[src/rtl/uart_wbm_pkg.sv]
// Shared types and constants for the UART-to-Wishbone debug bridge.
package uart_wbm_pkg;

  typedef enum logic [2:0] {
    ST_IDLE,
    ST_ADDR,
    ST_WDATA,
    ST_BUS,
    ST_RESP
  } state_t;

  localparam logic [7:0] CMD_WRITE = 8'h57;
  localparam logic [7:0] CMD_READ  = 8'h52;
  localparam logic [7:0] RSP_OK    = 8'h4B;
  localparam logic [7:0] RSP_ERR   = 8'h45;

  typedef struct packed {
    logic        we;
    logic [31:0] adr;
    logic [31:0] dat;
  } wb_req_t;

endpackage

[src/rtl/uart_wbm_serdes.sv]
// UART byte receiver (2-FF synchroniser, mid-bit sampling) and back-to-back capable transmitter.
module uart_wbm_serdes #(
  parameter int DIV = 16
) (
  input  logic       clk,
  input  logic       rst_n,
  input  logic       rx,
  output logic       tx,
  output logic       rx_valid,
  output logic       rx_ferr,
  output logic [7:0] rx_data,
  input  logic       tx_valid,
  output logic       tx_ready,
  input  logic [7:0] tx_data
);

  localparam int CW = $clog2(DIV);
  localparam logic [CW-1:0] BIT_END = CW'(DIV - 1);
  localparam logic [CW-1:0] HALF    = CW'(DIV / 2 - 1);

  logic          rx_meta, rx_sync, rx_prev, rx_act;
  logic [CW-1:0] rx_cnt;
  logic [3:0]    rx_idx;
  logic [7:0]    rx_sh;

  // rx_idx: 0 = start-bit confirmation, 1..8 = data bits, 9 = stop bit
  always_ff @(posedge clk) begin
    if (!rst_n) begin
      rx_meta  <= 1'b1;
      rx_sync  <= 1'b1;
      rx_prev  <= 1'b1;
      rx_act   <= 1'b0;
      rx_cnt   <= '0;
      rx_idx   <= '0;
      rx_sh    <= '0;
      rx_valid <= 1'b0;
      rx_ferr  <= 1'b0;
    end else begin
      rx_meta  <= rx;
      rx_sync  <= rx_meta;
      rx_prev  <= rx_sync;
      rx_valid <= 1'b0;
      rx_ferr  <= 1'b0;
      if (!rx_act) begin
        if (rx_prev && !rx_sync) begin
          rx_act <= 1'b1;
          rx_cnt <= '0;
          rx_idx <= '0;
        end
      end else if (rx_idx == 4'd0) begin
        if (rx_cnt == HALF) begin
          rx_cnt <= '0;
          if (rx_sync) rx_act <= 1'b0;
          else         rx_idx <= 4'd1;
        end else begin
          rx_cnt <= rx_cnt + 1'b1;
        end
      end else if (rx_cnt != BIT_END) begin
        rx_cnt <= rx_cnt + 1'b1;
      end else begin
        rx_cnt <= '0;
        if (rx_idx == 4'd9) begin
          rx_act   <= 1'b0;
          rx_valid <= rx_sync;
          rx_ferr  <= !rx_sync;
        end else begin
          rx_sh  <= {rx_sync, rx_sh[7:1]};
          rx_idx <= rx_idx + 1'b1;
        end
      end
    end
  end

  assign rx_data = rx_sh;

  logic          tx_act;
  logic [CW-1:0] tx_cnt;
  logic [3:0]    tx_idx;
  logic [7:0]    tx_byte;

  // Ready in the last cycle of the stop bit so the next start bit follows with no gap
  assign tx_ready = !tx_act || (tx_idx == 4'd9 && tx_cnt == BIT_END);

  always_ff @(posedge clk) begin
    if (!rst_n) begin
      tx      <= 1'b1;
      tx_act  <= 1'b0;
      tx_cnt  <= '0;
      tx_idx  <= '0;
      tx_byte <= '0;
    end else if (tx_valid && tx_ready) begin
      tx      <= 1'b0;
      tx_act  <= 1'b1;
      tx_cnt  <= '0;
      tx_idx  <= '0;
      tx_byte <= tx_data;
    end else if (tx_act) begin
      if (tx_cnt != BIT_END) begin
        tx_cnt <= tx_cnt + 1'b1;
      end else begin
        tx_cnt <= '0;
        if (tx_idx == 4'd9) begin
          tx_act <= 1'b0;
        end else begin
          tx_idx <= tx_idx + 1'b1;
          tx     <= (tx_idx == 4'd8) ? 1'b1 : tx_byte[tx_idx[2:0]];
        end
      end
    end
  end

endmodule

[src/rtl/uart_wb_master.sv]
// UART command FSM driving single classic Wishbone transfers.
// Define UART_WB_MASTER_TIMEOUT_EN to abort bus cycles after TIMEOUT_CYCLES with no termination.
module uart_wb_master
  import uart_wbm_pkg::*;
#(
  parameter int CLK_FREQ       = 10_000_000,
  parameter int BAUD_RATE      = 115200,
  parameter int TIMEOUT_CYCLES = 1024
) (
  input  logic        i_clk,
  input  logic        i_rst_n,
  input  logic        i_rx,
  output logic        o_tx,
  output logic        o_wb_cyc,
  output logic        o_wb_stb,
  output logic        o_wb_we,
  output logic [31:0] o_wb_adr,
  output logic [31:0] o_wb_dat,
  output logic [3:0]  o_wb_sel,
  input  logic        i_wb_ack,
  input  logic        i_wb_err,
  input  logic [31:0] i_wb_dat,
  output logic        o_busy
);

  localparam int DIV = CLK_FREQ / BAUD_RATE;

  state_t      state, state_nxt;
  logic        rx_valid, rx_ferr, tx_valid, tx_ready;
  logic [7:0]  rx_data, tx_data;
  logic [1:0]  byte_cnt;
  wb_req_t     cmd;
  logic [31:0] rdata, adr_sh, dat_sh;
  logic        rsp_err, rsp_sent, rsp_last;
  logic        bus_done, bus_err, tmo_hit;

  uart_wbm_serdes #(.DIV(DIV)) u_serdes (
    .clk      (i_clk),
    .rst_n    (i_rst_n),
    .rx       (i_rx),
    .tx       (o_tx),
    .rx_valid (rx_valid),
    .rx_ferr  (rx_ferr),
    .rx_data  (rx_data),
    .tx_valid (tx_valid),
    .tx_ready (tx_ready),
    .tx_data  (tx_data)
  );

`ifdef UART_WB_MASTER_TIMEOUT_EN
  localparam int TMO_W = $clog2(TIMEOUT_CYCLES + 1);
  localparam logic [TMO_W-1:0] TMO_LAST = TMO_W'(TIMEOUT_CYCLES - 1);
  logic [TMO_W-1:0] tmo_cnt;

  always_ff @(posedge i_clk) begin
    if (!i_rst_n || state != ST_BUS) tmo_cnt <= '0;
    else                             tmo_cnt <= tmo_cnt + 1'b1;
  end

  assign tmo_hit = (tmo_cnt == TMO_LAST);
`else
  logic unused_tmo;
  assign unused_tmo = (TIMEOUT_CYCLES != 0);
  assign tmo_hit    = 1'b0;
`endif

  assign adr_sh = {cmd.adr[23:0], rx_data};
  assign dat_sh = {cmd.dat[23:0], rx_data};
  assign o_busy = (state != ST_IDLE);

  always_ff @(posedge i_clk) begin
    if (!i_rst_n) state <= ST_IDLE;
    else          state <= state_nxt;
  end

  always_comb begin
    state_nxt = state;
    tx_valid  = 1'b0;
    bus_done  = 1'b0;
    bus_err   = 1'b0;
    rsp_last  = (cmd.we || rsp_err) ? 1'b1 : (byte_cnt == 2'd3);
    tx_data   = rsp_err ? RSP_ERR : (cmd.we ? RSP_OK : rdata[31:24]);
    case (state)
      ST_IDLE:
        if (rx_valid && (rx_data == CMD_WRITE || rx_data == CMD_READ)) state_nxt = ST_ADDR;
      ST_ADDR:
        if (rx_ferr) state_nxt = ST_IDLE;
        else if (rx_valid && byte_cnt == 2'd3) state_nxt = cmd.we ? ST_WDATA : ST_BUS;
      ST_WDATA:
        if (rx_ferr) state_nxt = ST_IDLE;
        else if (rx_valid && byte_cnt == 2'd3) state_nxt = ST_BUS;
      ST_BUS: begin
        // an ack landing on the timeout edge still counts as success
        bus_done = i_wb_ack || i_wb_err || tmo_hit;
        bus_err  = i_wb_err || (!i_wb_ack && tmo_hit);
        if (bus_done) state_nxt = ST_RESP;
      end
      ST_RESP: begin
        tx_valid = !rsp_sent;
        if (rsp_sent && tx_ready) state_nxt = ST_IDLE;
      end
      default: state_nxt = ST_IDLE;
    endcase
  end

  always_ff @(posedge i_clk) begin
    if (!i_rst_n) begin
      byte_cnt <= '0;
      cmd      <= '0;
      rdata    <= '0;
      rsp_err  <= 1'b0;
      rsp_sent <= 1'b0;
      o_wb_cyc <= 1'b0;
      o_wb_stb <= 1'b0;
      o_wb_we  <= 1'b0;
      o_wb_adr <= '0;
      o_wb_dat <= '0;
      o_wb_sel <= '0;
    end else begin
      case (state)
        ST_IDLE: begin
          byte_cnt <= '0;
          rsp_sent <= 1'b0;
          if (rx_valid) cmd.we <= (rx_data == CMD_WRITE);
        end
        ST_ADDR:
          if (rx_valid) begin
            cmd.adr  <= adr_sh;
            byte_cnt <= byte_cnt + 1'b1;
          end
        ST_WDATA:
          if (rx_valid) begin
            cmd.dat  <= dat_sh;
            byte_cnt <= byte_cnt + 1'b1;
          end
        ST_BUS:
          if (bus_done) begin
            o_wb_cyc <= 1'b0;
            o_wb_stb <= 1'b0;
            rsp_err  <= bus_err;
            rdata    <= i_wb_dat;
          end
        ST_RESP:
          if (tx_valid && tx_ready) begin
            rdata    <= {rdata[23:0], 8'h00};
            byte_cnt <= byte_cnt + 1'b1;
            if (rsp_last) rsp_sent <= 1'b1;
          end
        default: ;
      endcase
      // the final command byte is still in flight, so take it straight from the shifter
      if (state_nxt == ST_BUS && state != ST_BUS) begin
        o_wb_cyc <= 1'b1;
        o_wb_stb <= 1'b1;
        o_wb_we  <= cmd.we;
        o_wb_sel <= 4'hF;
        o_wb_adr <= (state == ST_ADDR)  ? adr_sh : cmd.adr;
        o_wb_dat <= (state == ST_WDATA) ? dat_sh : cmd.dat;
      end
    end
  end

endmodule
[config.mk]
export PLATFORM = sky130hd
export DESIGN_NAME = uart_wb_master
export DESIGN_NICKNAME = d
export VERILOG_FILES = /design/src/rtl/uart_wbm_pkg.sv /design/src/rtl/uart_wbm_serdes.sv /design/src/rtl/uart_wb_master.sv
export SDC_FILE = /design/constraint.sdc
export NUM_CORES = 1
export LEC_CHECK = 0
export BUFFER_PORTS_ARGS = -buffer_cell sky130_fd_sc_hd__buf_2
export CAP_MARGIN = 20
export CORE_MARGIN = 2
export CORE_UTILIZATION = 30
export CTS_CLUSTER_DIAMETER = 40
export DETAILED_ROUTE_END_ITERATION = 6
export GPL_ROUTABILITY_DRIVEN = 1
export GPL_TIMING_DRIVEN = 0
export PLACE_DENSITY = 0.53
export SLEW_MARGIN = 20
export SYNTH_ARGS = -nofsm -noshare
export SYNTH_HDL_FRONTEND = slang
export SYNTH_HIERARCHICAL = 1
export SYNTH_SLANG_ARGS = --single-unit
export TNS_END_PERCENT = 10
[constraint.sdc]
create_clock -name i_clk -period 2.6 [get_ports i_clk]
set_input_delay 0.13 -clock i_clk [delete_from_list [all_inputs] [get_ports i_clk]]
set_output_delay 0.13 -clock i_clk [all_outputs]
set_load 0.01 [all_outputs]
== Yosys cells after proc, flatten, opt, wreduce, memory -nomap -nowiden ==
Index checks and enable logic that the tools add are counted.

* Register bits after elaboration: 217
* Output and inout port bits: 73

* Add/sub/neg operators: 5
* Order comparisons: 1
* Equality and inequality tests: 26
* Mux-type cells: 59
* Bitwise operators: 7
* Reductions and logical operators: 39

{| class="wikitable"
|+ Operators with widths
! operator !! count
|-
| two-way mux 32 bit || 4
|-
| one-hot mux 32 bit (2 select lines) || 1
|-
| two-way mux 7 bit || 6
|-
| two-way mux 4 bit || 7
|-
| two-way mux 1 bit || 26
|-
| two-way mux 3 bit || 7
|-
| equality test 8 x 7 -> 1 bit (second input constant) || 2
|-
| two-way mux 8 bit || 2
|-
| one-hot mux 3 bit (5 select lines) || 1
|-
| AND reduction 3 bit || 5
|-
| adder 7 x 1 -> 7 bit (second input constant) || 2
|-
| inequality test 7 bit (second input constant) || 2
|-
| equality test 4 bit (second input constant) || 3
|-
| inequality test 3 bit (second input constant) || 4
|-
| nonzero test 2 bit || 6
|-
| inequality test 2 bit (second input constant) || 5
|-
| AND reduction 2 bit || 5
|-
| equality test 3 x 2 -> 1 bit (second input constant) || 3
|-
| adder 4 x 1 -> 4 bit (second input constant) || 2
|-
| equality test 7 x 6 -> 1 bit (second input constant) || 1
|-
| equality test 7 bit (second input constant) || 1
|-
| logical AND 1 bit || 7
|-
| NOT 1 bit || 7
|-
| one-hot mux 2 bit (3 select lines) || 1
|-
| other kinds (19) || 27
|}

== Depth between registers and ports, before layout ==
Gate-level depths: netlist (run 1).

* Depth in word-level cells: 10
* Gate-level depth with buffers: 10

== Hierarchy ==
The synthesis (run 1) kept the hierarchy.

{| class="wikitable"
|+ By module, submodules not included
! module !! instances !! cells an instance !! area each (um^2) !! seq. area each (um^2)
|-
| uart_wb_master || 1 || 807 || 7382.1 || 3423.3
|-
| uart_wbm_serdes || 1 || 249 || 2344.7 || 920.9
|}

== Worst setup path after synthesis (run 1) ==
OpenSTA, ideal clock, no wires.

* Kind: register to register
* Start point: register u_serdes.tx_cnt[1]
* End point: register rdata[11]
* Library setup time: 0.086 ns
* Arrival: 1.949 ns
* Required time: 2.514 ns
* Slack: 0.565 ns
* Stages on the path, launching flop included: 11
* Buffers on the path: 2
* Clock period less this slack: 2.035 ns
* Path through: dfxtp_1 -> inv_1 -> ha_1 -> and2b_1 -> a31oi_2 -> inv_1 -> nor2b_1 -> o2bb2ai_2 -> buf_2 -> buf_2 -> a211oi_1

* Cells in the longest elaborated chain, start to end: 6

{| class="wikitable"
|+ Ends and longest elaborated chain
! element !! line !! source
|-
| start: declaration || uart_wbm_serdes.sv:77 || <nowiki>logic [CW-1:0] tx_cnt;</nowiki>
|-
| start signal: assignment || uart_wbm_serdes.sv:99 || <nowiki>tx_cnt <= tx_cnt + 1'b1;</nowiki>
|-
| equality test 7 bit || uart_wbm_serdes.sv:82 || <nowiki>assign tx_ready = !tx_act || (tx_idx == 4'd9 && tx_cnt == BIT_END);</nowiki>
|-
| logical AND 1 bit || uart_wbm_serdes.sv:82 ||
|-
| logical OR 1 bit || uart_wbm_serdes.sv:82 ||
|-
| net tx_ready || uart_wb_master.sv:29 || <nowiki>logic rx_valid, rx_ferr, tx_valid, tx_ready;</nowiki>
|-
| logical AND 1 bit || uart_wb_master.sv:144 || <nowiki>if (tx_valid && tx_ready) begin</nowiki>
|-
| inequality test 2 bit (no source line) || -- ||
|-
| AND reduction 3 bit (no source line) || -- ||
|-
| end signal: assignment || uart_wb_master.sv:141 || <nowiki>rdata <= i_wb_dat;</nowiki>
|-
| end signal: assignment || uart_wb_master.sv:145 || <nowiki>rdata <= {rdata[23:0], 8'h00};</nowiki>
|-
| end: declaration || uart_wb_master.sv:33 || <nowiki>logic [31:0] rdata, adr_sh, dat_sh;</nowiki>
|}

The timed path passes the listed nets, and every way through them passes these cells.
A chain may end at the register's enable or synchronous reset.

== Worst setup path after layout (run 1) ==
* Start point: register u_serdes.tx_cnt[1]
* End point: register rdata[23]

Same word-level chain as after synthesis.

==> reports/summary.txt, run 1 <==
GLOBAL ROUTING
-----------------------------------------------------------------------------------------------------------------
Global route overflow                                                                                           0
Number of antenna violations at the first check in global routing                                               0
Via count of the first global-routing pass                                                                   8012
GRT Overall Usage                                                                                           0.156
Pin count of the biggest net entering global routing                                                           13
First-pass GRT wire length                                                                               42800 um

LOGIC SYNTHESIS
-----------------------------------------------------------------------------------------------------------------
Post-Syn Area per Cell                                                                                 9.21 sq um
Area of the mapped netlist                                                                             9730 sq um
Number of synthesized flops with an enable pin                                                                  0
Synth Instances                                                                                              1056
Synthesized netlist net count                                                                                1105
Xor-xnor portion of the synthesized cell area                                                             0.00810
Largest family of logic cells by synthesized area                                                    compound AO/OA/AOI/OAI gates
Share of the yosys chip area belonging to registers                                                         0.447
Primary flip-flop cell chosen by synthesis mapping                                                        dfxtp_1
Post-synth cell types                                                                                          65
Fraction of registers with async set/reset                                                                      0
Warnings from Yosys                                                                                             6
Number of storage elements in the synthesis netlist                                                           217
Mux share of post-synthesis cell area                                                                       0.115
Arithmetic-cell share of the synthesized area counting full adders, half adders and majority gates         0.0154
Post-synthesis simple-gate area fraction                                                                    0.151
Compound-gate portion of the synthesized area                                                               0.206

TIMING
-----------------------------------------------------------------------------------------------------------------
Final setup skew                                                                                          16.5 ps
Setup violations, final                                                                                         0
Upper clock frequency limit                                                                             0.427 GHz
Share of the clock period used by the worst path after layout                                               0.901
Worst setup margin                                                                                         258 ps
Number of pins with negative max-slew slack in the final report                                                 0
Final hold violation count                                                                                      0
RSZ-0062 raised after global routing                                                                           no
Tmin final                                                                                                2340 ps
Worst Tran Pin Value                                                                                       869 ps
Max-slew headroom at the worst pin                                                                          0.421
Setup TNS after final layout                                                                                 0 ps

CLOCK TREE
-----------------------------------------------------------------------------------------------------------------
Clock transition at the registers of the reported paths                                                     50 ps
Clk buf depth                                                                                                   3
Count of H-tree levels built during CTS                                                                         2
TritonCTS Buffers                                                                                              38
Post-CTS Setup Bufs                                                                                             0
TritonCTS sink count                                                                                          217
Clock Latency Late Sink                                                                                    510 ps
Clock root buffer                                                                                       clkbuf_16
TritonCTS clock tree                                                                                          yes

STATUS
-----------------------------------------------------------------------------------------------------------------
Status                                                                                               finished, final reports clean

FINAL LAYOUT
-----------------------------------------------------------------------------------------------------------------
Summed area of non-filler cells in the final layout                                                   12500 sq um
Number of fill cells in the layout                                                                           3154
Number of nets in the finished design                                                                        1288
N_diodes                                                                                                        0
Most common cell after layout, fill and taps aside                                                        dfxtp_1
Non-filler cells, final                                                                                      1670
Share of final-layout standard cells stronger than drive strength 1                                         0.222
Most frequent cells in the layout                                                                    217 x dfxtp_1, 169 x nand2_1, 142 x a21oi_1, 139 x buf_2, 106 x mux2i_1
Relative area change from synthesis to final layout                                                         28.5%

PLACED DESIGN
-----------------------------------------------------------------------------------------------------------------
Post-detailed-placement cell area                                                                     10800 sq um
Final weighted congestion of routability-driven global placement                                            0.794
# port buffers                                                                                                109
Placed wire-length estimate after detailed placement                                                     18400 um
Number of placed cells counting well taps                                                                    1567
Worst slack at placement                                                                                  13.1 ps

SETUP PATH
-----------------------------------------------------------------------------------------------------------------
Largest fanout on the critical path                                                                            10
Crit path kind                                                                                            reg2reg
Data required, critical path                                                                              3020 ps
Element type at the critical path end                                                                    register
Data arrival time of the worst path                                                                       2760 ps
Type of element launching the critical path                                                              register

POWER
-----------------------------------------------------------------------------------------------------------------
Overall power after layout                                                                                8.85 mW
Leakage power                                                                                             4.42 nW
Cell Pwr Density                                                                                      708 nW/um^2
IR Drop Worst-Case VDD                                                                                   0.376 mV

FLOORPLAN
-----------------------------------------------------------------------------------------------------------------
Total Die Area                                                                                        33900 sq um
Number of placement rows                                                                                       65
Die Wd                                                                                                     184 um
Boundary Pins                                                                                                 110
Die extent in y                                                                                            184 um
Starting density of the core                                                                                0.307
Core outline area                                                                                     31700 sq um

ROUTING
-----------------------------------------------------------------------------------------------------------------
Final routed wirelength across all metal layers                                                          26600 um
First drt pass iteration count                                                                                  5
DR DRC count                                                                                                    0
Number of design-rule violations left by the first detailed-router iteration                                  462
Count of antenna-violating nets left after detailed routing                                                     0
Post-DR wirelength/cell                                                                                   15.9 um
Vias after detailed routing                                                                                  8215
Via density per instance                                                                                     4.92

JOB
-----------------------------------------------------------------------------------------------------------------
Number of maximum-capacitance violations                                                                        0

MIN PATH
-----------------------------------------------------------------------------------------------------------------
Hold crit path type                                                                                        in2reg

metal layers:
metal,GRT usage,up-vias,part of all wire
met5,0,-,0
met4,0.0550,0,0.026
met3,0.0279,53,0.038
met2,0.247,152,0.44
met1,0.214,3888,0.49
li1,-,4122,-
logic make-up (layout without fill, tap and decap cells):
logic type               after synthesis  count (layout)
flip-flops                           217             217
buffers and inverters                107             319
XOR/XNOR                               9               9
AND/OR/NAND/NOR                      312             312
multiplexers                         109             109
adder cells (fa/ha/maj)               12              12
AO/OA/AOI/OAI                        290             290
power breakdown:
part           internal [mW]  total (mW)  switching (mW)
Combinational         0.0794       0.192           0.113
Clock                   3.62        5.32            1.70
Sequential              3.33        3.34         0.00413
Total                   7.03        8.85            1.82
synth_stat cells (4+ instances only):
cell	number	area (sq um)
clkbuf_1	29	109
nand4_1	4	25.0
nand3b_1	5	37.5
nor2b_1	15	93.8
nand2_1	169	634
buf_4	21	158
dfxtp_1	217	4340
o21ai_0	6	30.0
a21oi_1	142	711
ha_1	12	150
nand3_1	16	80.1
a211oi_2	33	413
and2_1	6	37.5
o22ai_1	4	25.0
o21ai_1	5	25.0
a31oi_1	11	68.8
buf_6	5	56.3
nand2b_1	5	31.3
or3_1	8	50.1
a22oi_1	10	75.1
nor2_1	57	214
and3_1	5	31.3
buf_2	30	150
a211oi_1	57	428
xor2_1	6	52.6
mux2i_1	106	1060
inv_1	18	67.6
worst paths after layout:
kind	from	end	slack (ps)	cells past startpoint
max	u_serdes/tx_cnt[1]	rdata[23]	260	10
min	i_rst_n	u_serdes/rx_prev	20	2
max reg2reg	u_serdes/tx_cnt[1]	rdata[23]	260	10
min reg2reg	u_serdes/rx_meta	u_serdes/rx_sync	420	1
metrics by stage:
| stage | hold slack (ps) | util |
|---|---|---|
| 2_1_floorplan | 226 | - |
| 3_3_place_gp | 362 | 0.340 |
| 3_5_place_dp | 354 | 0.340 |
| 4_1_cts | 1.56 | 0.394 |
| 5_1_grt | 25.3 | 0.394 |
| 6_report | 19.1 | 0.394 |
flip-flops by register name (all words and copies together) (netlist names), 2 cells and up:
signal / cells
u_serdes/rx_data: 8
u_serdes/tx_byte: 8
u_serdes/rx_cnt: 7
cmd: 41
byte_cnt: 2
u_serdes/tx_cnt: 7
rdata: 32
adr_sh: 24
o_wb_dat: 32
o_wb_adr: 32
u_serdes/tx_idx: 4
state: 3
u_serdes/rx_idx: 4
timing repair:
| item | in CTS | in global routing |
|---|---|---|
| hold buffers | 34 | 0 |
| hold endpoints to repair | 33 | 0 |
| resized for setup | 0 | 2 |
| setup endpoints to repair | 0 | 8 |
cell type report:
type,instances,area (sq um),share of cell area
plain buffers,88,484,0.0388
inverters,19,71.3,0.00571
clock buffers,50,1080,0.0862
multi-input cells,732,4840,0.387
well taps,402,503,0.0403
flip-flops and latches,217,4340,0.348
repair buffers,143,886,0.0709
clock inverters,19,294,0.0235
critical path, cell delays in order, from the launching register on:
cell and delay, ps:
dfxtp_1 370, inv_1 60, ha_1 170, and2b_1 240, a31oi_2 350, inv_1 120, nor2b_2 200, o2bb2ai_2 130
buf_2 200, buf_2 210, a211oi_1 220
No activity file was read; power rests on OpenSTA's default activity.
==> inputs of run 2 (changes only) <==
CTS_CLUSTER_DIAMETER = default   (was 40)
SETUP_SLACK_MARGIN = 0.3   (was default)
==> reports/summary.txt, run 2 (same netlist as run 1, synthesis figures left out) <==
STATUS
-------------------------------------------------------------------------------------------
Status                                                                         finished, final reports clean

SETUP PATH
-------------------------------------------------------------------------------------------
Data required, critical path                                                        3030 ps   about the same
Register-to-register setup slack                                                     480 ps   +220 ps
Element type at the critical path end                                              register
Crit path kind                                                                      reg2reg
Data arrival time of the worst path                                                 2560 ps   -200 ps
Type of element launching the critical path                                        register
Largest fanout on the critical path                                                      10   unchanged

CLOCK TREE
-------------------------------------------------------------------------------------------
TritonCTS clock tree                                                                    yes
Clock Latency Late Sink                                                              520 ps   about the same
Clock transition at the registers of the reported paths                               60 ps   about the same
Clock root buffer                                                                 clkbuf_16
TritonCTS sink count                                                                    217   unchanged
TritonCTS Buffers                                                                        26   -32%
Count of H-tree levels built during CTS                                                   1   -1
Clk buf depth                                                                             3   unchanged

FINAL LAYOUT
-------------------------------------------------------------------------------------------
N_diodes                                                                                  0   unchanged
Reg with most FFs                                                                       cmd
Max FFs per register                                                                     41   unchanged
Most frequent cells in the layout                                              215 x dfxtp_1, 169 x nand2_1, 142 x a21oi_1, 136 x buf_2, 106 x mux2i_1
Share of final-layout standard cells stronger than drive strength 1                   0.216   -0.00657
Most common cell after layout, fill and taps aside                                  dfxtp_1
Relative area change from synthesis to final layout                                   24.8%
Number of nets in the finished design                                                  1281   -0.54%

FLOORPLAN
-------------------------------------------------------------------------------------------
Core outline area                                                               31700 sq um   unchanged
Die Wd                                                                               184 um   unchanged
Boundary Pins                                                                           110   unchanged
Number of placement rows                                                                 65   unchanged
Total Die Area                                                                  33900 sq um   unchanged
Die extent in y                                                                      184 um   unchanged
Starting density of the core                                                          0.307   unchanged

POWER
-------------------------------------------------------------------------------------------
Leakage power                                                                       4.22 nW   -4.3%
Relative contribution of combinational cells to total power                           0.026   +0.004
Overall power after layout                                                          7.39 mW   -16%
Cell Pwr Density                                                                609 nW/um^2   -14%
Internal power consumption                                                          5.84 mW   -17%
Switching portion of total power                                                      0.210   +0.00412
Net switching power figure                                                          1.55 mW   -15%
IR Drop Worst-Case VDD                                                             0.399 mV   +6.0%
Power share of the sequential group                                                   0.451   +0.074
Clock Power Share                                                                     0.523   -0.078

TIMING
-------------------------------------------------------------------------------------------
Max-slew headroom at the worst pin                                                    0.426   +0.00550
Setup TNS after final layout                                                           0 ps   unchanged
RSZ-0062 raised after global routing                                                     no
Worst setup margin                                                                   478 ps   +219 ps
Setup violations, final                                                                   0   unchanged
Final Hold Slack                                                                    70.6 ps   +51.5 ps
Upper clock frequency limit                                                       0.471 GHz   +10%
Share of the clock period used by the worst path after layout                         0.816   -0.0844
Worst Tran Pin Value                                                                 861 ps   -8.25 ps
Final hold violation count                                                                0   unchanged
Number of pins with negative max-slew slack in the final report                           0   unchanged
Tmin final                                                                          2120 ps   -219 ps
Final setup skew                                                                    8.27 ps   -8.21 ps

ROUTING
-------------------------------------------------------------------------------------------
Via density per instance                                                               4.92   about the same
Final routed wirelength across all metal layers                                    26500 um   -0.26%
Post-DR wirelength/cell                                                             16.0 um   +0.77%
Vias after detailed routing                                                            8128   -1.1%
Number of design-rule violations left by the first detailed-router iteration            465   +0.65%
DR DRC count                                                                              0   unchanged
Count of antenna-violating nets left after detailed routing                               0   unchanged
First drt pass iteration count                                                            5   unchanged

JOB
-------------------------------------------------------------------------------------------
Number of maximum-capacitance violations                                                  0   unchanged

PLACED DESIGN
-------------------------------------------------------------------------------------------
# port buffers                                                                          109   unchanged
Worst slack at placement                                                            13.1 ps   unchanged
Final weighted congestion of routability-driven global placement                      0.794   unchanged
Placed wire-length estimate after detailed placement                               18400 um   unchanged

GLOBAL ROUTING
-------------------------------------------------------------------------------------------
Global route overflow                                                                     0   unchanged
Via count of the first global-routing pass                                             7896   -1.4%
GRT Overall Usage                                                                     0.154   -0.00193
Number of antenna violations at the first check in global routing                         0   unchanged
First-pass GRT wire length                                                         42600 um   -0.48%
Pin count of the biggest net entering global routing                                     13   unchanged

MIN PATH
-------------------------------------------------------------------------------------------
Hold crit path type                                                                  in2reg

run 2: cell count changes in the layout (fill, tap and decap cells not counted), moves of 2 or more:
| cell | previous run | this run |
|---|---|---|
| a211oi_1 | 57 | 53 |
| clkbuf_16 | 39 | 27 |
| buf_2 | 139 | 136 |
| inv_6 | 4 | 0 |
| dlygate4sd3_1 | 34 | 36 |
| clkbuf_1 | 34 | 36 |
| bufinv_16 | 7 | 4 |
| clkinv_2 | 5 | 3 |
| a211oi_2 | 33 | 37 |
| buf_4 | 21 | 26 |
| dfxtp_1 | 217 | 215 |
run 2: per-layer routing:
layer  global-route usage  up-vias  share of wire
li1                     -     4086              -
met1                0.215     3862           0.49
met2                0.248      137           0.45
met3               0.0232       43          0.036
met4               0.0410        0          0.023
met5                    0        -              0
run 2: power groups by stage:
stage / registers, mW / clock network [mW] / logic (mW)
detailed placement: 3.41 / 0 / 0.155
floorplan: 3.41 / 0 / 0.0820
CTS: 3.33 / 3.94 / 0.196
finish: 3.33 / 3.86 / 0.196
global placement: 3.41 / 0 / 0.155
global route: 3.33 / 4.11 / 0.213
run 2: timing repair:
action	CTS	global route
gates resized for setup	1	18
hold buffers	36	0
setup buffers	0	3
hold endpoints to repair	36	0
cloned	0	0
pin swaps	0	2
endpoints found under the setup margin	28	53
run 2: final cells by class:
type / instances / area (sq um)
Inverter: 19 / 71.3
Multi-Input combinational cell: 732 / 4870
Clock inverter: 8 / 143
Clock buffer: 39 / 771
Buffer: 88 / 492
Fill cell: 3200 / 19600
Timing Repair Buffer: 148 / 941
Tap cell: 402 / 503
Sequential cell: 217 / 4350
run 2: per-stage QoR:
| step | instances | utilization | instance area [sq um] |
|---|---|---|---|
| after floorplan | 1056 | - | 9730 |
| after global placement | 1567 | 0.340 | 10800 |
| after detailed placement | 1567 | 0.340 | 10800 |
| after CTS | 1650 | 0.380 | 12100 |
| after global routing | 1653 | 0.383 | 12100 |
| final | 1653 | 0.383 | 12100 |
run 2: worst max-delay path, stage by stage, from the launching register on:
cell and delay [ps]:
dfxtp_1 370, inv_1 60, ha_1 170, and2b_2 250, a31oi_4 200, inv_1 90, nor2b_2 190, o2bb2ai_2 130
buf_4 190, buf_4 190, a211oi_1 200
run 2: final timing paths:
path                           end               start  depth (start not counted)
hold reg to reg   u_serdes/rx_sync    u_serdes/rx_meta                          1
hold / removal            state[0]            i_wb_ack                          4
setup reg to reg         rdata[22]  u_serdes/tx_cnt[1]                         10
setup / recovery         rdata[22]  u_serdes/tx_cnt[1]                         10
